$ cat src/rtl/banco_registradores_multiporta_if.sv
// rtl/banco_registradores_multiporta_if.sv - register file bus: two read ports, one write port, bulk-clear handshake
interface banco_registradores_multiporta_if #(
  parameter int LARGURA      = 32,
  parameter int PROFUNDIDADE = 32
);
  localparam int END_W = $clog2(PROFUNDIDADE);

  logic [END_W-1:0]   endereco_1;
  logic [END_W-1:0]   endereco_2;
  logic [END_W-1:0]   endereco_escrita;
  logic [LARGURA-1:0] dado_escrita;
  logic               controle_escrita;
  logic               limpar;
  logic [LARGURA-1:0] dado_1;
  logic [LARGURA-1:0] dado_2;
  logic               ocupado;
  logic               concluido;

  modport master (
    output endereco_1, endereco_2, endereco_escrita, dado_escrita, controle_escrita, limpar,
    input  dado_1, dado_2, ocupado, concluido
  );

  modport slave (
    input  endereco_1, endereco_2, endereco_escrita, dado_escrita, controle_escrita, limpar,
    output dado_1, dado_2, ocupado, concluido
  );
endinterface

$ cat src/rtl/banco_registradores_multiporta.sv
// rtl/banco_registradores_multiporta.sv - parametrised 2R/1W register file with optional zero entry, bypass and sequenced clear
module banco_registradores_multiporta #(
  parameter int LARGURA      = 32,
  parameter int PROFUNDIDADE = 32,
  parameter int ZERO_FIXO    = 1,
  parameter int BYPASS       = 1
) (
  input  logic clock,
  input  logic reset,
  banco_registradores_multiporta_if.slave bus
);
  localparam int END_W = $clog2(PROFUNDIDADE);
  localparam logic [END_W-1:0] ULTIMO = END_W'(PROFUNDIDADE - 1);

  typedef enum logic {OCIOSO, LIMPANDO} estado_t;

  estado_t            estado_q, estado_d;
  logic [END_W-1:0]   ponteiro_q, ponteiro_d;
  logic               concluido_q, concluido_d;
  logic [LARGURA-1:0] mem_q [PROFUNDIDADE];
  logic [LARGURA-1:0] mem_d [PROFUNDIDADE];
  logic               escreve;

  always_comb begin
    escreve = bus.controle_escrita && (estado_q == OCIOSO) &&
              !((ZERO_FIXO != 0) && (bus.endereco_escrita == '0));
    estado_d    = estado_q;
    ponteiro_d  = ponteiro_q;
    concluido_d = 1'b0;
    mem_d       = mem_q;
    case (estado_q)
      OCIOSO: begin
        if (escreve) mem_d[bus.endereco_escrita] = bus.dado_escrita;
        if (bus.limpar) begin
          estado_d   = LIMPANDO;
          ponteiro_d = '0;
        end
      end
      LIMPANDO: begin
        mem_d[ponteiro_q] = '0;
        // Explicit terminal compare; the pointer is reloaded rather than left to overflow.
        if (ponteiro_q == ULTIMO) begin
          estado_d    = OCIOSO;
          ponteiro_d  = '0;
          concluido_d = 1'b1;
        end else begin
          ponteiro_d = ponteiro_q + END_W'(1);
        end
      end
      default: estado_d = OCIOSO;
    endcase
  end

  always_ff @(posedge clock or posedge reset) begin
    if (reset) begin
      estado_q    <= OCIOSO;
      ponteiro_q  <= '0;
      concluido_q <= 1'b0;
      for (int i = 0; i < PROFUNDIDADE; i++) mem_q[i] <= '0;
    end else begin
      estado_q    <= estado_d;
      ponteiro_q  <= ponteiro_d;
      concluido_q <= concluido_d;
      mem_q       <= mem_d;
    end
  end

  // escreve already excludes the clear and the fixed-zero entry, so bypass inherits both.
  always_comb begin
    if ((ZERO_FIXO != 0) && (bus.endereco_1 == '0))
      bus.dado_1 = '0;
    else if ((BYPASS != 0) && escreve && (bus.endereco_1 == bus.endereco_escrita))
      bus.dado_1 = bus.dado_escrita;
    else
      bus.dado_1 = mem_q[bus.endereco_1];
  end

  always_comb begin
    if ((ZERO_FIXO != 0) && (bus.endereco_2 == '0))
      bus.dado_2 = '0;
    else if ((BYPASS != 0) && escreve && (bus.endereco_2 == bus.endereco_escrita))
      bus.dado_2 = bus.dado_escrita;
    else
      bus.dado_2 = mem_q[bus.endereco_2];
  end

  assign bus.ocupado   = (estado_q == LIMPANDO);
  assign bus.concluido = concluido_q;
endmodule

$ cat src/flat_wrapper.sv
// flat-port wrapper written by rule: the top's interface ports become plain ports
module banco_registradores_multiporta_flat 
#(
  parameter int LARGURA      = 32,
  parameter int PROFUNDIDADE = 32,
  parameter int ZERO_FIXO    = 1,
  parameter int BYPASS       = 1
)
  (clock, reset, bus_endereco_1, bus_endereco_2, bus_endereco_escrita, bus_dado_escrita, bus_controle_escrita, bus_limpar, bus_dado_1, bus_dado_2, bus_ocupado, bus_concluido);
  banco_registradores_multiporta_if #(.LARGURA(LARGURA), .PROFUNDIDADE(PROFUNDIDADE)) bus_i ();
  input  logic clock;
  input  logic reset;
  input wire logic [$bits(bus_i.endereco_1)-1:0] bus_endereco_1;
  input wire logic [$bits(bus_i.endereco_2)-1:0] bus_endereco_2;
  input wire logic [$bits(bus_i.endereco_escrita)-1:0] bus_endereco_escrita;
  input wire logic [$bits(bus_i.dado_escrita)-1:0] bus_dado_escrita;
  input wire logic [$bits(bus_i.controle_escrita)-1:0] bus_controle_escrita;
  input wire logic [$bits(bus_i.limpar)-1:0] bus_limpar;
  output wire logic [$bits(bus_i.dado_1)-1:0] bus_dado_1;
  output wire logic [$bits(bus_i.dado_2)-1:0] bus_dado_2;
  output wire logic [$bits(bus_i.ocupado)-1:0] bus_ocupado;
  output wire logic [$bits(bus_i.concluido)-1:0] bus_concluido;
  assign bus_i.endereco_1 = bus_endereco_1;
  assign bus_i.endereco_2 = bus_endereco_2;
  assign bus_i.endereco_escrita = bus_endereco_escrita;
  assign bus_i.dado_escrita = bus_dado_escrita;
  assign bus_i.controle_escrita = bus_controle_escrita;
  assign bus_i.limpar = bus_limpar;
  assign bus_dado_1 = bus_i.dado_1;
  assign bus_dado_2 = bus_i.dado_2;
  assign bus_ocupado = bus_i.ocupado;
  assign bus_concluido = bus_i.concluido;
  banco_registradores_multiporta #(.LARGURA(LARGURA), .PROFUNDIDADE(PROFUNDIDADE), .ZERO_FIXO(ZERO_FIXO), .BYPASS(BYPASS)) u_core (.clock(clock), .reset(reset), .bus(bus_i));
endmodule
$ cat config.mk
export PLATFORM = sky130hd
export DESIGN_NAME = banco_registradores_multiporta_flat
export DESIGN_NICKNAME = d
export VERILOG_FILES = /design/src/rtl/banco_registradores_multiporta_if.sv /design/src/rtl/banco_registradores_multiporta.sv /design/src/flat_wrapper.sv
export SDC_FILE = /design/constraint.sdc
export NUM_CORES = 2
export LEC_CHECK = 0
export CAP_MARGIN = 15
export CORE_MARGIN = 4
export CORE_UTILIZATION = 40
export CTS_CLUSTER_DIAMETER = 80
export DETAILED_ROUTE_END_ITERATION = 10
export HOLD_SLACK_MARGIN = 0.03
export SYNTH_ARGS = -nofsm -noshare
export SYNTH_HDL_FRONTEND = slang
export SYNTH_SLANG_ARGS = --single-unit
$ cat constraint.sdc
create_clock -name clock -period 43.9 [get_ports clock]
set_input_delay 8.78 -clock clock [delete_from_list [all_inputs] [get_ports clock]]
set_output_delay 8.78 -clock clock [all_outputs]
set_load 0.005 [all_outputs]
### Word-level counts from Yosys, hierarchy flattened

Index checks and enable logic that the tools add are counted.

| storage, ports and cells | value |
|---|---|
| register bits after elaboration | 1031 |
| word-level logic and storage cells | 89 |
| output and inout bits | 66 |
| bits of input ports | 51 |

| operators by class | value |
|---|---|
| bitwise operators | 7 |
| eq/ne operators | 5 |
| add/subtract/negate cells | 1 |
| magnitude comparators | 6 |
| reductions and logical operators | 10 |
| muxes and demuxes | 25 |

Operators with widths:

| operator | number |
|---|---|
| one-hot mux 1024 bit (2 select lines) | 1 |
| bitwise AND 1024 bit | 1 |
| bitwise mux 1024 bit | 1 |
| two-way mux 1024 bit | 1 |
| NOT 1024 bit | 1 |
| binary-select mux 32 bit (select 5 bit) | 2 |
| demux 32 bit (select 5 bit) | 2 |
| two-way mux 32 bit | 10 |
| greater-or-equal comparator 6 bit (second input constant) | 4 |
| NOT 5 -> 6 bit | 4 |
| zero test 5 bit | 3 |
| less-than comparator 6 x 1 -> 1 bit (second input constant) | 2 |
| equality test 5 bit | 2 |
| two-way mux 5 bit | 2 |
| one-hot mux 5 bit (2 select lines) | 1 |
| logical AND 1 bit | 6 |
| adder 5 x 1 -> 5 bit (second input constant) | 1 |
| equality test 5 bit (second input constant) | 1 |
| two-way mux 1 bit | 4 |
| != test 2 x 1 -> 1 bit (second input constant) | 1 |
| != test 2 bit (second input constant) | 1 |
| one-hot mux 1 bit (2 select lines) | 1 |
| zero test 1 bit | 1 |
| NOT 1 bit | 1 |

### Longest topological paths before layout

| depth | value |
|---|---|
| depth after elaboration | 8 |
| mapped depth | 10 |
| gate-level depth less buffers | 6 |

### Least setup slack after synthesis

No wires, ideal clock.

| path | value |
|---|---|
| path kind | input to output |
| start | input port bus_endereco_2[1] |
| end | output port bus_dado_2[0] |
| data required time | 35.120 ns |
| buffers on the path | 3 |
| stages | 8 |
| slack | 24.860 ns |
| data arrival time | 10.260 ns |
| path through | buf_2 > buf_2 > buf_2 > mux4_2 > a311oi_1 > a21oi_1 > o21ai_0 > a21oi_1 |

| between the ends | value |
|---|---|
| word-level cells in the longest chain between the ends | 6 |
| elaborated cells on any way between the ends | 9 |
| those cells by class | eq/ne: 1; mux: 5; bitwise: 1; reduce/logical: 2 |

Ends and longest elaborated chain:

| item | RTL line | source |
|---|---|---|
| start: declaration | flat_wrapper.sv:14 | `input wire logic [$bits(bus_i.endereco_2)-1:0] bus_endereco_2;` |
| NOT 5 -> 6 bit (not written as such) | banco_registradores_multiporta.sv:84 | `bus.dado_2 = mem_q[bus.endereco_2];` |
| binary-select mux 32 bit (select 5 bit) | banco_registradores_multiporta.sv:84 |  |
| two-way mux 32 bit (not written as such) (2 in a row) | banco_registradores_multiporta.sv:84 |  |
| two-way mux 32 bit | banco_registradores_multiporta.sv:81 | `else if ((BYPASS != 0) && escreve && (bus.endereco_2 == bus.endereco_escrita))` |
| two-way mux 32 bit (*) | banco_registradores_multiporta.sv:79 | `if ((ZERO_FIXO != 0) && (bus.endereco_2 == '0))` |
| end: declaration | flat_wrapper.sv:20 | `output wire logic [$bits(bus_i.dado_2)-1:0] bus_dado_2;` |

Every way passes the cells marked *; elsewhere a longest branch is shown, timed or not. The select of a mux whose other input is x is not followed.

### Final worst setup path

| path | value |
|---|---|
| start | input port bus_endereco_1[0] |
| end | output port bus_dado_1[9] |

| between the ends | value |
|---|---|
| word-level cells in the longest chain between the ends | 6 |
| elaborated cells on any way between the ends | 9 |
| those cells by class | eq/ne: 1; mux: 5; bitwise: 1; reduce/logical: 2 |

Ends and longest elaborated chain:

| item | RTL line | source |
|---|---|---|
| start: declaration | flat_wrapper.sv:13 | `input wire logic [$bits(bus_i.endereco_1)-1:0] bus_endereco_1;` |
| NOT 5 -> 6 bit (not written as such) | banco_registradores_multiporta.sv:75 | `bus.dado_1 = mem_q[bus.endereco_1];` |
| binary-select mux 32 bit (select 5 bit) | banco_registradores_multiporta.sv:75 |  |
| two-way mux 32 bit (not written as such) (2 in a row) | banco_registradores_multiporta.sv:75 |  |
| two-way mux 32 bit | banco_registradores_multiporta.sv:72 | `else if ((BYPASS != 0) && escreve && (bus.endereco_1 == bus.endereco_escrita))` |
| two-way mux 32 bit (*) | banco_registradores_multiporta.sv:70 | `if ((ZERO_FIXO != 0) && (bus.endereco_1 == '0))` |
| end: declaration | flat_wrapper.sv:19 | `output wire logic [$bits(bus_i.dado_1)-1:0] bus_dado_1;` |

Marks and branches as above.

==> reports/qor.yml <==
status:
  status: "finished, final reports clean"
timing:
  period_share_pct: 51.8
  maxSlewViolCount: 0
  max_freq_ghz: 0.0439
  setup-tns-final_ns: 0
  slew_headroom_pct: 11.1
  finClkSkew_ns: 0.0147
  hold_slack_ns: 0.506
  min_period_ns: 22.75
  worstMarginPinSlew_ns: 1.32
  rsz0062_at_grt: "no"
  setup-violations-final: 0
  hold_viol_final: 0
logic_synthesis:
  synth-xor-area-share_pct: 0.192
  synth_mux_area_share_pct: 21.4
  synth-simple-area-share_pct: 3.91
  synthesis.nets: 4270
  postSynthCellCount: 4214
  synth.area.top_cells: "dfrtp_1 47%, a22o_1 16%, mux4_2 14%, mux2i_1 5.4%, clkbuf_1 2.4%"
  synthesis.area_mm2: 0.0548
  synth_top_cell_area_share_pct: 47.1
  synthFlopType: "dfrtp_1"
  synth_top_family_by_area: "compound AO/OA/AOI/OAI gates"
  ys_types: 76
  synth-async-reset-ratio_pct: 100
  synth_fa_ha_area_share_pct: 0.114
  yosys_register_bits: 1031
  synth_top_area_cell: "dfrtp_1"
  synth_warnings: 0
  synth_compound_area_share_pct: 21.9
  synth_edf_count: 0
  postSynthAreaPerCell_um2: 13.0
  synth_seq_area_share_pct: 47.1
clock_network:
  cts.sinks: 1031
  cts.root.buffer_cell: "clkbuf_16"
  postCtsSetupBuffers: 0
  numCtsBuffers: 112
  clkTransAtPathRegs_ns: 0.06
  cts.path.max_buffers: 3
  cts_hold_buf: 0
  htree_levels: 3
  worstSkewPairLatency_ns: 0.74
  cts_tree: "done"
  cts_resized: 0
layout:
  finalCoreUtilization_pct: 44.9
  drive_above_1_share_pct: 20.6
  nFillCells: 12100
  fin_cells: 5937
  fin_nets: 4119
  syn2layout_area_growth_pct: 11.3
power:
  sw_frac_of_total_pct: 31.5
  pwr-share-clk_pct: 34.5
  power.leakage_nw: 26.8
  total_power_mw: 2.85
  power_density_mw_per_mm2: 46.7
  ir_worst_vdd_mv: 0.0399
  pwr-share-seq_pct: 42.9
  p_int_mw: 1.95
  switchingPower_mw: 0.898
  power_frac_comb_pct: 22.6
placed_design:
  io_buffers: 116
  dp.cells: 5729
  dpl.hpwl_um: 127000
  place.gp.congestion: 0.864
floorplanning:
  core_mm2: 0.136
  ioPinCount: 117
  start_util_pct: 40.4
  fp-row-count: 135
  die-area_mm2: 0.143
  die-height_um: 378
  die_x_um: 378
global_routing:
  grt_pass1_wl_um: 335000
  grt_pass1_vias: 43200
  overflow: 0
  grt_use_total_pct: 32.5
  grt_antenna_before_repair: 6
  grt_max_degree: 179
drt:
  drtPass1Iterations: 6
  drt-total-wl_um: 236000
  via_per_inst: 7.49
  drcViolationCount: 0
  first_iter_violations: 7385
  antenna_left: 0
  drt-wirelength-per-cell_um: 39.7
  vias: 44500
setup_path:
  crit_path_start_kind: "input pin"
  cp-end-kind: "output pin"
  path_class: "in2out"
  crit_required_ns: 35.12
  cp_max_fo: 48
  r2r_cells: 7
  cp.arrival_ns: 13.97
min_path:
  whs_path_depth: 1
  min_path_type: "reg2reg"
job:
  drv_cap: 0
==> critical path: stages <==
cell             delay, ns
buf_8                 0.40
buf_4                 0.77
buf_4                 0.83
buf_4                 0.83
mux4_2                0.36
mux2i_1               0.07
a211oi_1              0.37
a311oi_1              0.10
a211oi_1              0.58
clkdlybuf4s50_1       0.61
==> final timing paths <==
path | start | endpoint | slack [ns]
worst min-delay path | u_core.mem_q[1006] | u_core.mem_q[1006] | 0.51
worst min register to register | u_core.mem_q[1006] | u_core.mem_q[1006] | 0.51
worst max-delay path | bus_endereco_1[0] | bus_dado_1[9] | 21.15
max in group asynchronous | reset | u_core.mem_q[943] | 31.90
min in group asynchronous | reset | u_core.mem_q[93] | 8.62
worst max register to register | u_core.bus.ocupado | u_core.mem_q[653] | 39.91
==> final cells by class <==
class                           count  area, um2  share of cell area, %
Inverter                           11       50.0                 0.0820
Antenna cell                        1       2.50                0.00410
Timing Repair Buffer              287       2520                   4.13
Tap cell                         1781       2230                   3.65
Multi-Input combinational cell   2620      26700                   43.7
Clock inverter                     24        297                  0.486
Clock buffer                      182       3450                   5.65
Sequential cell                  1031      25800                   42.3
==> synthesized netlist by cell type, types with 14 or more instances <==
master and count:
buf_4 29, o21ai_1 26, a221oi_1 42, o211ai_1 14
nor2_1 101, nor2b_1 18, buf_6 37, mux2_2 65
o21ai_0 39, o22ai_1 100, nand2b_1 20, nand2_1 89
a22o_1 992, a221o_1 26, nor3_1 60, clkbuf_1 345
buf_1 37, buf_2 75, and2_1 40, a21oi_1 76
dfrtp_1 1031, mux2i_1 297, mux4_2 346, nand3_1 20
a211oi_1 39, a22oi_1 45
==> placed cells by master (no fill, tap or decap), types with 9 or more instances in the layout <==
master	instances
dfrtp_1	1031
a22o_1	992
mux4_2	346
mux2i_1	297
buf_4	166
clkbuf_16	116
clkdlybuf4s50_1	106
o22ai_1	100
nand2_1	86
nor2_1	80
mux2_2	65
nor3_1	60
a22oi_1	45
a21oi_1	45
a221oi_1	42
and2_1	39
a211oi_1	39
o21ai_0	39
clkbuf_1	36
a21oi_4	31
clkbuf_8	31
a221o_1	26
o21ai_1	26
nor2_4	21
nand3_1	20
nand2b_1	18
nor2b_1	14
o211ai_1	14
clkinv_2	14
o221ai_1	12
a311oi_1	12
nor3_4	10
nor4_1	10
mux4_1	9
a31oi_1	9
==> per-layer routing <==
layer	vias to the layer above	part of all wire (%)	GRT usage, %
met5	-	0.018	0.206
met4	2	6.4	17.3
met3	829	15	12.0
met2	3937	41	45.1
met1	23200	38	44.3
li1	16600	-	-
==> registers in the layout, summed over array words and instances, names as in the netlist <==
signal                flops
u_core.ponteiro_q         5
u_core.mem_q           1024
u_core.bus.ocupado        1
u_core.bus.concluido      1
==> power groups by stage <==
| stage | logic [mW] | registers [mW] | clock network [mW] |
|---|---|---|---|
| finish | 0.644 | 1.22 | 0.983 |
| global route | 0.670 | 1.23 | 1.03 |
| floorplan | 0.421 | 1.19 | 0 |
| detailed placement | 0.627 | 1.22 | 0 |
| global placement | 0.619 | 1.22 | 0 |
| CTS | 0.629 | 1.21 | 0.988 |
==> cells by family after synthesis <==
family                     after synthesis
AOI/OAI and AO/OA                     1471
buffers and inverters                  563
adders and majority gates                5
DFF                                   1031
xor gates and xnor gates                12
muxes                                  717
and+or+nand+nor                        415
==> stage by stage <==
stage / worst slack, ns / area, um2
2_1_floorplan: 6.11 / 54800
3_3_place_gp: 21.14 / 57300
3_5_place_dp: 21.15 / 57300
4_1_cts: 21.13 / 61000
5_1_grt: 20.88 / 61000
6_report: 21.15 / 61000
No activity file was read; power rests on OpenSTA's default activity.
